### config.mk
export PLATFORM = sky130hd
export DESIGN_NAME = plb_dac_user_logic_flat
export DESIGN_NICKNAME = d
export VERILOG_FILES = /design/src/rtl/plb_dac_if.sv /design/src/rtl/plb_dac_user_logic.sv /design/src/flat_wrapper.sv
export SDC_FILE = /design/constraint.sdc
export NUM_CORES = 1
export LEC_CHECK = 0
export CORE_ASPECT_RATIO = 1.75
export CORE_MARGIN = 4
export CORE_UTILIZATION = 35
export DETAILED_ROUTE_END_ITERATION = 8
export PLACE_DENSITY = 0.7
export SYNTH_ARGS = -nofsm -noshare
export SYNTH_HDL_FRONTEND = slang
export SYNTH_SLANG_ARGS = --single-unit
### constraint.sdc
create_clock -name Bus2IP_Clk -period 1.3 [get_ports Bus2IP_Clk]
set_clock_uncertainty 0.05 [all_clocks]
set_input_delay 0.26 -clock Bus2IP_Clk [delete_from_list [all_inputs] [get_ports Bus2IP_Clk]]
set_output_delay 0.26 -clock Bus2IP_Clk [all_outputs]
set_load 0.005 [all_outputs]
### src/rtl/plb_dac_if.sv
// PLB IPIF bus-side signal group between the IPIF and the DAC user logic.
// MSB-first IPIF vectors map onto descending ranges: RdCE/WrCE[C_NUM_REG-1] is IPIF bit 0 (CTRL).
interface plb_dac_if #(
  parameter int C_SLV_DWIDTH = 32,
  parameter int C_NUM_REG    = 2
);
  logic [C_SLV_DWIDTH-1:0]   Bus2IP_Data;
  logic [C_SLV_DWIDTH/8-1:0] Bus2IP_BE;
  logic [C_NUM_REG-1:0]      Bus2IP_RdCE;
  logic [C_NUM_REG-1:0]      Bus2IP_WrCE;
  logic [C_SLV_DWIDTH-1:0]   IP2Bus_Data;
  logic                      IP2Bus_RdAck;
  logic                      IP2Bus_WrAck;
  logic                      IP2Bus_Error;

  modport master (
    output Bus2IP_Data, Bus2IP_BE, Bus2IP_RdCE, Bus2IP_WrCE,
    input  IP2Bus_Data, IP2Bus_RdAck, IP2Bus_WrAck, IP2Bus_Error
  );

  modport slave (
    input  Bus2IP_Data, Bus2IP_BE, Bus2IP_RdCE, Bus2IP_WrCE,
    output IP2Bus_Data, IP2Bus_RdAck, IP2Bus_WrAck, IP2Bus_Error
  );
endinterface

### src/rtl/plb_dac_user_logic.sv
// PLB IPIF user logic: CTRL/DATA software registers and a divided-clock engine
// that feeds 10-bit samples to a parallel DAC.
module plb_dac_user_logic #(
  parameter int C_SLV_DWIDTH = 32,
  parameter int C_NUM_REG    = 2,
  parameter int C_CLK_DIV    = 4
) (
  input  logic       Bus2IP_Clk,
  input  logic       Bus2IP_Reset,
  plb_dac_if.slave   bus,
  output logic [9:0] IP2DAC_Data,
  output logic       IP2DAC_DCLKIO,
  output logic       IP2DAC_Clkout,
  output logic       IP2DAC_PinMD,
  output logic       IP2DAC_ClkMD,
  output logic       IP2DAC_Format,
  output logic       IP2DAC_PWRDN
);

  localparam int CTRL_CE = C_NUM_REG - 1;
  localparam int DATA_CE = C_NUM_REG - 2;
  localparam int NBYTE   = C_SLV_DWIDTH / 8;
  localparam int DIV_W   = (C_CLK_DIV > 2) ? $clog2(C_CLK_DIV) : 1;
  localparam logic [DIV_W-1:0] DIV_LAST = DIV_W'(C_CLK_DIV - 1);
  localparam logic [DIV_W-1:0] DIV_HALF = DIV_W'(C_CLK_DIV / 2);

  logic [C_SLV_DWIDTH-1:0] ctrl_q, ctrl_d;
  logic [C_SLV_DWIDTH-1:0] data_q, data_d;
  logic [DIV_W-1:0]        div_q, div_d;
  logic                    half_q, half_d;
  logic [9:0]              dac_q, dac_d;
  logic                    dclk_q, dclk_d;
  logic                    pwrdn_q, format_q, clkmd_q;
  logic                    en, dual;

  assign en   = ctrl_q[0];
  assign dual = ctrl_q[1];

  // Byte-lane merge; both registers may be written in the same cycle.
  always_comb begin
    ctrl_d = ctrl_q;
    data_d = data_q;
    for (int b = 0; b < NBYTE; b++) begin
      if (bus.Bus2IP_BE[b]) begin
        if (bus.Bus2IP_WrCE[CTRL_CE]) ctrl_d[8*b +: 8] = bus.Bus2IP_Data[8*b +: 8];
        if (bus.Bus2IP_WrCE[DATA_CE]) data_d[8*b +: 8] = bus.Bus2IP_Data[8*b +: 8];
      end
    end
  end

  assign bus.IP2Bus_WrAck = |bus.Bus2IP_WrCE;
  assign bus.IP2Bus_RdAck = |bus.Bus2IP_RdCE;
  assign bus.IP2Bus_Error = 1'b0;

  always_comb begin
    bus.IP2Bus_Data = '0;
    if (bus.Bus2IP_RdCE[CTRL_CE])      bus.IP2Bus_Data = ctrl_q;
    else if (bus.Bus2IP_RdCE[DATA_CE]) bus.IP2Bus_Data = data_q;
  end

  // Sample is latched only at divider 0, so a DATA write never shows up mid-period.
  always_comb begin
    div_d  = div_q;
    half_d = half_q;
    dac_d  = dac_q;
    dclk_d = dclk_q;
    if (!en) begin
      div_d  = '0;
      half_d = 1'b0;
      dac_d  = '0;
      dclk_d = 1'b0;
    end else begin
      div_d  = (div_q == DIV_LAST) ? '0 : div_q + DIV_W'(1);
      dclk_d = (div_q >= DIV_HALF);
      if (div_q == '0) begin
        dac_d  = (dual && half_q) ? data_q[25:16] : data_q[9:0];
        half_d = dual & ~half_q;
      end
    end
  end

  always_ff @(posedge Bus2IP_Clk or negedge Bus2IP_Reset) begin
    if (!Bus2IP_Reset) begin
      ctrl_q   <= '0;
      data_q   <= '0;
      div_q    <= '0;
      half_q   <= 1'b0;
      dac_q    <= '0;
      dclk_q   <= 1'b0;
      pwrdn_q  <= 1'b1;
      format_q <= 1'b0;
      clkmd_q  <= 1'b0;
    end else begin
      ctrl_q   <= ctrl_d;
      data_q   <= data_d;
      div_q    <= div_d;
      half_q   <= half_d;
      dac_q    <= dac_d;
      dclk_q   <= dclk_d;
      pwrdn_q  <= ~ctrl_q[0];
      format_q <= ctrl_q[2];
      clkmd_q  <= ctrl_q[3];
    end
  end

  assign IP2DAC_Data   = dac_q;
  assign IP2DAC_DCLKIO = dclk_q;
  assign IP2DAC_Clkout = dclk_q;
  assign IP2DAC_PinMD  = 1'b1;
  assign IP2DAC_ClkMD  = clkmd_q;
  assign IP2DAC_Format = format_q;
  assign IP2DAC_PWRDN  = pwrdn_q;

endmodule

### src/flat_wrapper.sv
// flat-port wrapper written by rule: the top's interface ports become plain ports
module plb_dac_user_logic_flat 
#(
  parameter int C_SLV_DWIDTH = 32,
  parameter int C_NUM_REG    = 2,
  parameter int C_CLK_DIV    = 4
)
  (Bus2IP_Clk, Bus2IP_Reset, IP2DAC_Data, IP2DAC_DCLKIO, IP2DAC_Clkout, IP2DAC_PinMD, IP2DAC_ClkMD, IP2DAC_Format, IP2DAC_PWRDN, bus_Bus2IP_Data, bus_Bus2IP_BE, bus_Bus2IP_RdCE, bus_Bus2IP_WrCE, bus_IP2Bus_Data, bus_IP2Bus_RdAck, bus_IP2Bus_WrAck, bus_IP2Bus_Error);
  plb_dac_if #(.C_SLV_DWIDTH(C_SLV_DWIDTH), .C_NUM_REG(C_NUM_REG)) bus_i ();
  input  logic Bus2IP_Clk;
  input  logic Bus2IP_Reset;
  output logic [9:0] IP2DAC_Data;
  output logic IP2DAC_DCLKIO;
  output logic IP2DAC_Clkout;
  output logic IP2DAC_PinMD;
  output logic IP2DAC_ClkMD;
  output logic IP2DAC_Format;
  output logic IP2DAC_PWRDN;
  input wire logic [$bits(bus_i.Bus2IP_Data)-1:0] bus_Bus2IP_Data;
  input wire logic [$bits(bus_i.Bus2IP_BE)-1:0] bus_Bus2IP_BE;
  input wire logic [$bits(bus_i.Bus2IP_RdCE)-1:0] bus_Bus2IP_RdCE;
  input wire logic [$bits(bus_i.Bus2IP_WrCE)-1:0] bus_Bus2IP_WrCE;
  output wire logic [$bits(bus_i.IP2Bus_Data)-1:0] bus_IP2Bus_Data;
  output wire logic [$bits(bus_i.IP2Bus_RdAck)-1:0] bus_IP2Bus_RdAck;
  output wire logic [$bits(bus_i.IP2Bus_WrAck)-1:0] bus_IP2Bus_WrAck;
  output wire logic [$bits(bus_i.IP2Bus_Error)-1:0] bus_IP2Bus_Error;
  assign bus_i.Bus2IP_Data = bus_Bus2IP_Data;
  assign bus_i.Bus2IP_BE = bus_Bus2IP_BE;
  assign bus_i.Bus2IP_RdCE = bus_Bus2IP_RdCE;
  assign bus_i.Bus2IP_WrCE = bus_Bus2IP_WrCE;
  assign bus_IP2Bus_Data = bus_i.IP2Bus_Data;
  assign bus_IP2Bus_RdAck = bus_i.IP2Bus_RdAck;
  assign bus_IP2Bus_WrAck = bus_i.IP2Bus_WrAck;
  assign bus_IP2Bus_Error = bus_i.IP2Bus_Error;
  plb_dac_user_logic #(.C_SLV_DWIDTH(C_SLV_DWIDTH), .C_NUM_REG(C_NUM_REG), .C_CLK_DIV(C_CLK_DIV)) u_core (.Bus2IP_Clk(Bus2IP_Clk), .Bus2IP_Reset(Bus2IP_Reset), .bus(bus_i), .IP2DAC_Data(IP2DAC_Data), .IP2DAC_DCLKIO(IP2DAC_DCLKIO), .IP2DAC_Clkout(IP2DAC_Clkout), .IP2DAC_PinMD(IP2DAC_PinMD), .IP2DAC_ClkMD(IP2DAC_ClkMD), .IP2DAC_Format(IP2DAC_Format), .IP2DAC_PWRDN(IP2DAC_PWRDN));
endmodule
# ---- Word-level counts from Yosys, hierarchy flattened
# Cells that the tools add are included.
dict set report word_totals {
  ff_bits 81
  output_inout_bits 51
  elab_cells 44
  input_bits 42
}
dict set report classes {
  magnitude_cmp 1
  n_addsub 1
  n_bitwise 3
  reduce_logical 12
  muxes 10
  eq_ne 2
}
# operator n
set op_table {}
lappend op_table {{$mux 32} 2}
lappend op_table {{$mux 10} 3}
lappend op_table {{$reduce_and 2->1} 8}
lappend op_table {{$mux 2} 2}
lappend op_table {{$reduce_or 2->1} 2}
lappend op_table {{$mux 1} 3}
lappend op_table {{$add 2x1->2 const B} 1}
lappend op_table {{$eq 2x2->1 const B} 1}
lappend op_table {{$ge 2x2->1 const B} 1}
lappend op_table {{$logic_not 2->1} 1}
lappend op_table {{$ne 2x2->1 const B} 1}
lappend op_table {{$not 1->1} 2}
lappend op_table {{$and 1x1->1} 1}
lappend op_table {{$logic_and 1x1->1} 1}

# ---- Logic depth before layout (Yosys ltp)
# Gate-level depths: netlist (run 1).
dict set report depth {
  ltp_word 4
  mapped_depth 5
  ltp_nobuf 4
}

# ---- Least setup slack after synthesis (run 1)
# OpenSTA, ideal clock, no wires.
dict set report synth_timing {
  kind {register to register}
  startpoint {register u_core.div_q[0]}
  endpoint {register u_core.dac_q[6] (netlist: u_core.IP2DAC_Data[6])}
  synth_period_minus_slack_ns 1.190
  setup_ns 0.082
  required_time_ns 1.168
  path_buffers 1
  path_slack_ns 0.110
  path_stages_with_launch 6
  arrival_ns 1.058
  path_cell_list {dfrtp_1 > inv_1 > ha_1 > clkbuf_1 > o21ai_0 > a31oi_1}
}
dict set report synth_between {
  elab_chain_len 2
}
# element line_no
set synth_rtl {}
lappend synth_rtl {{from (decl)} plb_dac_user_logic.sv:29} ;# logic [DIV_W-1:0] div_q, div_d;
lappend synth_rtl {{from (signal assigned)} plb_dac_user_logic.sv:96} ;# div_q <= div_d;
lappend synth_rtl {{$logic_not 2->1} plb_dac_user_logic.sv:75} ;# if (div_q == '0) begin
lappend synth_rtl {{$ne 2x2->1 (no source line)} -}
lappend synth_rtl {{to (signal assigned)} plb_dac_user_logic.sv:88} ;# dac_q <= '0;
lappend synth_rtl {{to (signal assigned)} plb_dac_user_logic.sv:98} ;# dac_q <= dac_d;
lappend synth_rtl {{to (decl)} plb_dac_user_logic.sv:31} ;# logic [9:0] dac_q, dac_d;
# No other way between the ends.
# A chain may end at the register's enable or synchronous reset.

# ---- Worst setup path after layout (run 1)
dict set report layout_timing {
  startpoint {input port bus_Bus2IP_RdCE[0]}
  endpoint {output port bus_IP2Bus_Data[14]}
}
dict set report layout_between {
  elab_chain_len 2
}
# element line_no
set layout_rtl {}
lappend layout_rtl {{from (decl)} flat_wrapper.sv:21} ;# input wire logic [$bits(bus_i.Bus2IP_RdCE)-1:0] bus_Bus2IP_RdCE;
lappend layout_rtl {{$mux 32} plb_dac_user_logic.sv:58} ;# else if (bus.Bus2IP_RdCE[DATA_CE]) bus.IP2Bus_Data = data_q;
lappend layout_rtl {{$mux 32} plb_dac_user_logic.sv:57} ;# if (bus.Bus2IP_RdCE[CTRL_CE]) bus.IP2Bus_Data = ctrl_q;
lappend layout_rtl {{to (decl)} flat_wrapper.sv:23} ;# output wire logic [$bits(bus_i.IP2Bus_Data)-1:0] bus_IP2Bus_Data;
# No other way between the ends.

==> summary.md, run 1 <==
| Metric | Value |
|---|---|
| Depth of the CTS H-tree | 3 |
| Final worst-path cycle share | 106.7% |
| Fraction of the core area covered by cells at the end of the flow | 51.31% |
| Crit path capture type | output pin |
| Syn avg cell area | roughly 13 um2 |
| Number of buffers on the longest clock path | 2 |
| Share of post-route cells with drive strength above 1 | 29.95% |
| Cell taking the most area after synthesis | sky130_fd_sc_hd__dfrtp_1 |
| Critical path launch point type | input pin |
| Worst setup slack after placement | -0.7966 ns |
| Clock-pin transition on the worst setup and hold timing paths | about 0.06 ns |
| Total clock buffers created by CTS | 9 |
| Leading cell types in the layout, fill and taps excluded | sky130_fd_sc_hd__dfrtp_1, sky130_fd_sc_hd__mux2_1, sky130_fd_sc_hd__clkdlybuf4s50_1 |
| Required time of the critical path | 0.99 ns |
| Final worst path period need | approximately 1.4 ns |
| Area share of the largest cell type after synthesis | 54.42% |
| Later-pin clock latency in the skew report | between 0.3 and 0.4 ns |
| Final slew viol count | 0 |
| Number of warnings reported in the yosys synthesis log | 0 |
| Critical register-to-register path startpoint | u_core.div_q[0]$_DFF_PN0_ |
| Core ar. | ~10000 um2 |
| Clock tree from TritonCTS | built |
| Area of the mapped netlist | ~3700 um2 |
| Remaining number of nets flagged by the antenna check after routing | 0 |
| Crit path largest cell delay | approximately 0.20 ns |
| Total global routing overflow | 0 |
| Number of diodes added for antenna fixing | 0 |
| Via density | 5.025 |
| Global placer's final weighted congestion | between 0.7 and 0.8 |
| WP data arrival | 1.08 ns |
| Total routing resource utilization after global routing | between 10% and 20% |
| Number of detailed-routing iterations run before antenna repair | 4 |
| Die Width | between 80 and 90 um |
| CP top delay family | buffers and inverters |
| Outcome | complete, but fails checks |
| Number of flip-flops and latches in the synthesized netlist | between 80 and 90 |
| Vias in the first global route | 2974 |
| Peak fanout along the critical path | 5 |
| F_max | roughly 700 MHz |
| Leakage power total | roughly 2.4 nW |
| Die boundary height | roughly 140 um |
| Via count | 2769 |
| I/O Buffers | 90 |
| Violations in the final reports | setup timing |
| I/O pin cnt | 93 |
| Antenna violations before repair | 0 |
| Most frequent standard cell in the layout excluding fill and tap cells | sky130_fd_sc_hd__dfrtp_1 |
| Total wire length | 9979 um |
| Count of buffer and inverter cells on the critical path | 4 |
| Top cells by area, synth | sky130_fd_sc_hd__dfrtp_1, sky130_fd_sc_hd__mux2_1, sky130_fd_sc_hd__a22o_1, sky130_fd_sc_hd__nand2_1, sky130_fd_sc_hd__a21bo_1 |
| Start point of the critical path | bus_Bus2IP_RdCE[0] |
| First-pass GRT wire length | roughly 16000 um |
| HPWL reported at the end of detailed placement | 6843 um |
| Final Hold Slack | around 0.24 ns |
| Final Worst Setup Slack | -0.08682 ns |
| Distinct cells, synth | 28 |
| Maximum number of pins on one net before global-route repair | 39 |
| Clock Sinks | between 80 and 90 |
| Overall die area | ~12000 um2 |
| DR iter-0 viols | approximately 150 |
| # nets final | approximately 460 |
| Reported max-cap violation count | 0 |
| Synth Instances | 288 |
| Sequence of cells on the critical path | buf_8, nor2b_4, buf_6, buf_16, a22o_1, buf_2 |
| Finish-stage setup viols | 24 |
| Number of hold violations in the final report | 0 |
| Share of the yosys chip area belonging to registers | between 50% and 60% |
| Area growth syn-to-layout | 43.67% |
| Kind of path behind the tightest hold check | in -> async |
| Num rows | 49 |
| Path type of the worst setup path | in -> out |
| CP max-delay cell | sky130_fd_sc_hd__a22o_1 |
| Power Dens Cells | ~1400 nW/um2 |
| Accumulated negative setup slack | -1.308 ns |
| Residual DRC | 0 |
| DR WL/cell | 18.11 um |
| VDD IR max | about 0.0008 V |
| Count of filler cells inserted in the layout | 941 |
| CTS root buffer | sky130_fd_sc_hd__clkbuf_16 |
| Net count of the mapped netlist | 332 |
| Initial Utilization | 35.71% |
| Unrepaired setup endpoints after global routing | yes |
## metal layers
layer  wire length (um)  GRT usage [%]
met4                274          8.090
met3                386          3.270
met5                  0              0
met1               3548          17.48
met2               5769          32.50
## through the flow
| step | std cells | total power [mW] | instance area, um2 |
|---|---|---|---|
| 5_1_grt | 551 | 7.852 | 5285 |
| 3_5_place_dp | 516 | 5.213 | 4897 |
| 6_report | 551 | 7.459 | 5285 |
| 4_1_cts | 546 | 7.500 | 5248 |
| 2_1_floorplan | 288 | 4.030 | 3679 |
| 3_3_place_gp | 516 | 5.149 | 4897 |
## cell type report
cell class,instances,area (um2),area share [%]
clock inverters,5,30.03,0.5682
flip-flops and latches,81,2028,38.38
clock buffers,11,252.7,4.782
repair buffers,140,1266,23.96
well taps,127,158.9,3.007
inverters,3,11.26,0.2131
multi-input cells,184,1538,29.10
## report_power, final
group          internal, mW  leakage [nW]  switching [mW]  total [mW]
registers              2.96         0.968           0.251        3.21
clock network          1.39         0.137           0.970        2.36
logic                  1.08          1.33           0.813        1.89
## cells in the mapped netlist (all sizes together)
library cell / count
a21bo: 10
a21oi: 1
a22o: 19
a31oi: 10
and2: 1
buf: 18
clkbuf: 2
conb: 2
dfrtp: 80
dfstp: 1
ha: 2
inv: 3
mux2: 64
nand2: 34
nand2b: 1
nand3: 10
nand3b: 1
nor2: 3
nor2b: 1
o21ai: 23
or2: 2
## logic make-up (layout without fill, tap and decap cells)
kind of cell | count (synthesis) | after routing | share of synthesized area (%)
flops | 81 | 81 | 55.14
mux | 64 | 64 | 19.59
compound gates | 63 | 63 | 12.21
other cells | 2 | 2 | 0.2042
buf+inv | 23 | 159 | 4.149
simple gates | 53 | 53 | 8.027
fa+ha+maj | 2 | 2 | 0.6802
## state kept, by name, indices dropped and copies added (netlist names)
register / cells
u_core.data_q: 32
u_core.IP2DAC_Clkout: 1
u_core.IP2DAC_Data: 10
u_core.half_q: 1
u_core.ctrl_q: 32
u_core.IP2DAC_Format: 1
u_core.IP2DAC_ClkMD: 1
u_core.IP2DAC_PWRDN: 1
u_core.div_q: 2
## final timing paths
path                            slack [ns]  cells past startpoint                                 to
worst min-delay path                  0.24                      2      u_core.ctrl_q[27]$_DFFE_PN0P_
worst max register to register        0.09                      5  u_core.IP2DAC_Data[9]$_DFFE_PN0P_
max in group asynchronous             0.48                      3      u_core.IP2DAC_PWRDN$_DFF_PN1_
min in group Bus2IP_Clk               0.36                      0      u_core.IP2DAC_ClkMD$_DFF_PN0_
worst min register to register        0.36                      0      u_core.IP2DAC_ClkMD$_DFF_PN0_
worst max-delay path                 -0.09                      6                bus_IP2Bus_Data[14]
## worst reg2reg max path: stages, from the launching register on
cell and delay [ns]:
sky130_fd_sc_hd__dfrtp_1 0.34, sky130_fd_sc_hd__inv_1 0.06, sky130_fd_sc_hd__ha_1 0.23, sky130_fd_sc_hd__buf_12 0.16, sky130_fd_sc_hd__o21ai_0 0.19, sky130_fd_sc_hd__a31oi_1 0.06
## repair_timing
action | in CTS | in global routing
setup buffers | 8 | 6
hold endpoints to repair | 80 | 0
pin swaps | 23 | 12
endpoints found under the setup margin | 49 | 40
resized for setup | 185 | 14
cloned | 5 | 0
hold buffers | 1 | 0
(Power assumes the default switching activity.)
==> inputs of run 2 (changes only) <==
--- a/config.mk
+++ b/config.mk
@@ -8,8 +8,10 @@
 export CORE_ASPECT_RATIO = 1.75
 export CORE_MARGIN = 4
 export CORE_UTILIZATION = 35
+export CTS_CLUSTER_DIAMETER = 200
 export DETAILED_ROUTE_END_ITERATION = 8
 export PLACE_DENSITY = 0.7
+export SLEW_MARGIN = 0
 export SYNTH_ARGS = -nofsm -noshare
 export SYNTH_HDL_FRONTEND = slang
 export SYNTH_SLANG_ARGS = --single-unit
==> results of run 2 <==
Same layout as run 1: the final DEF is identical, and so are final timing and power.
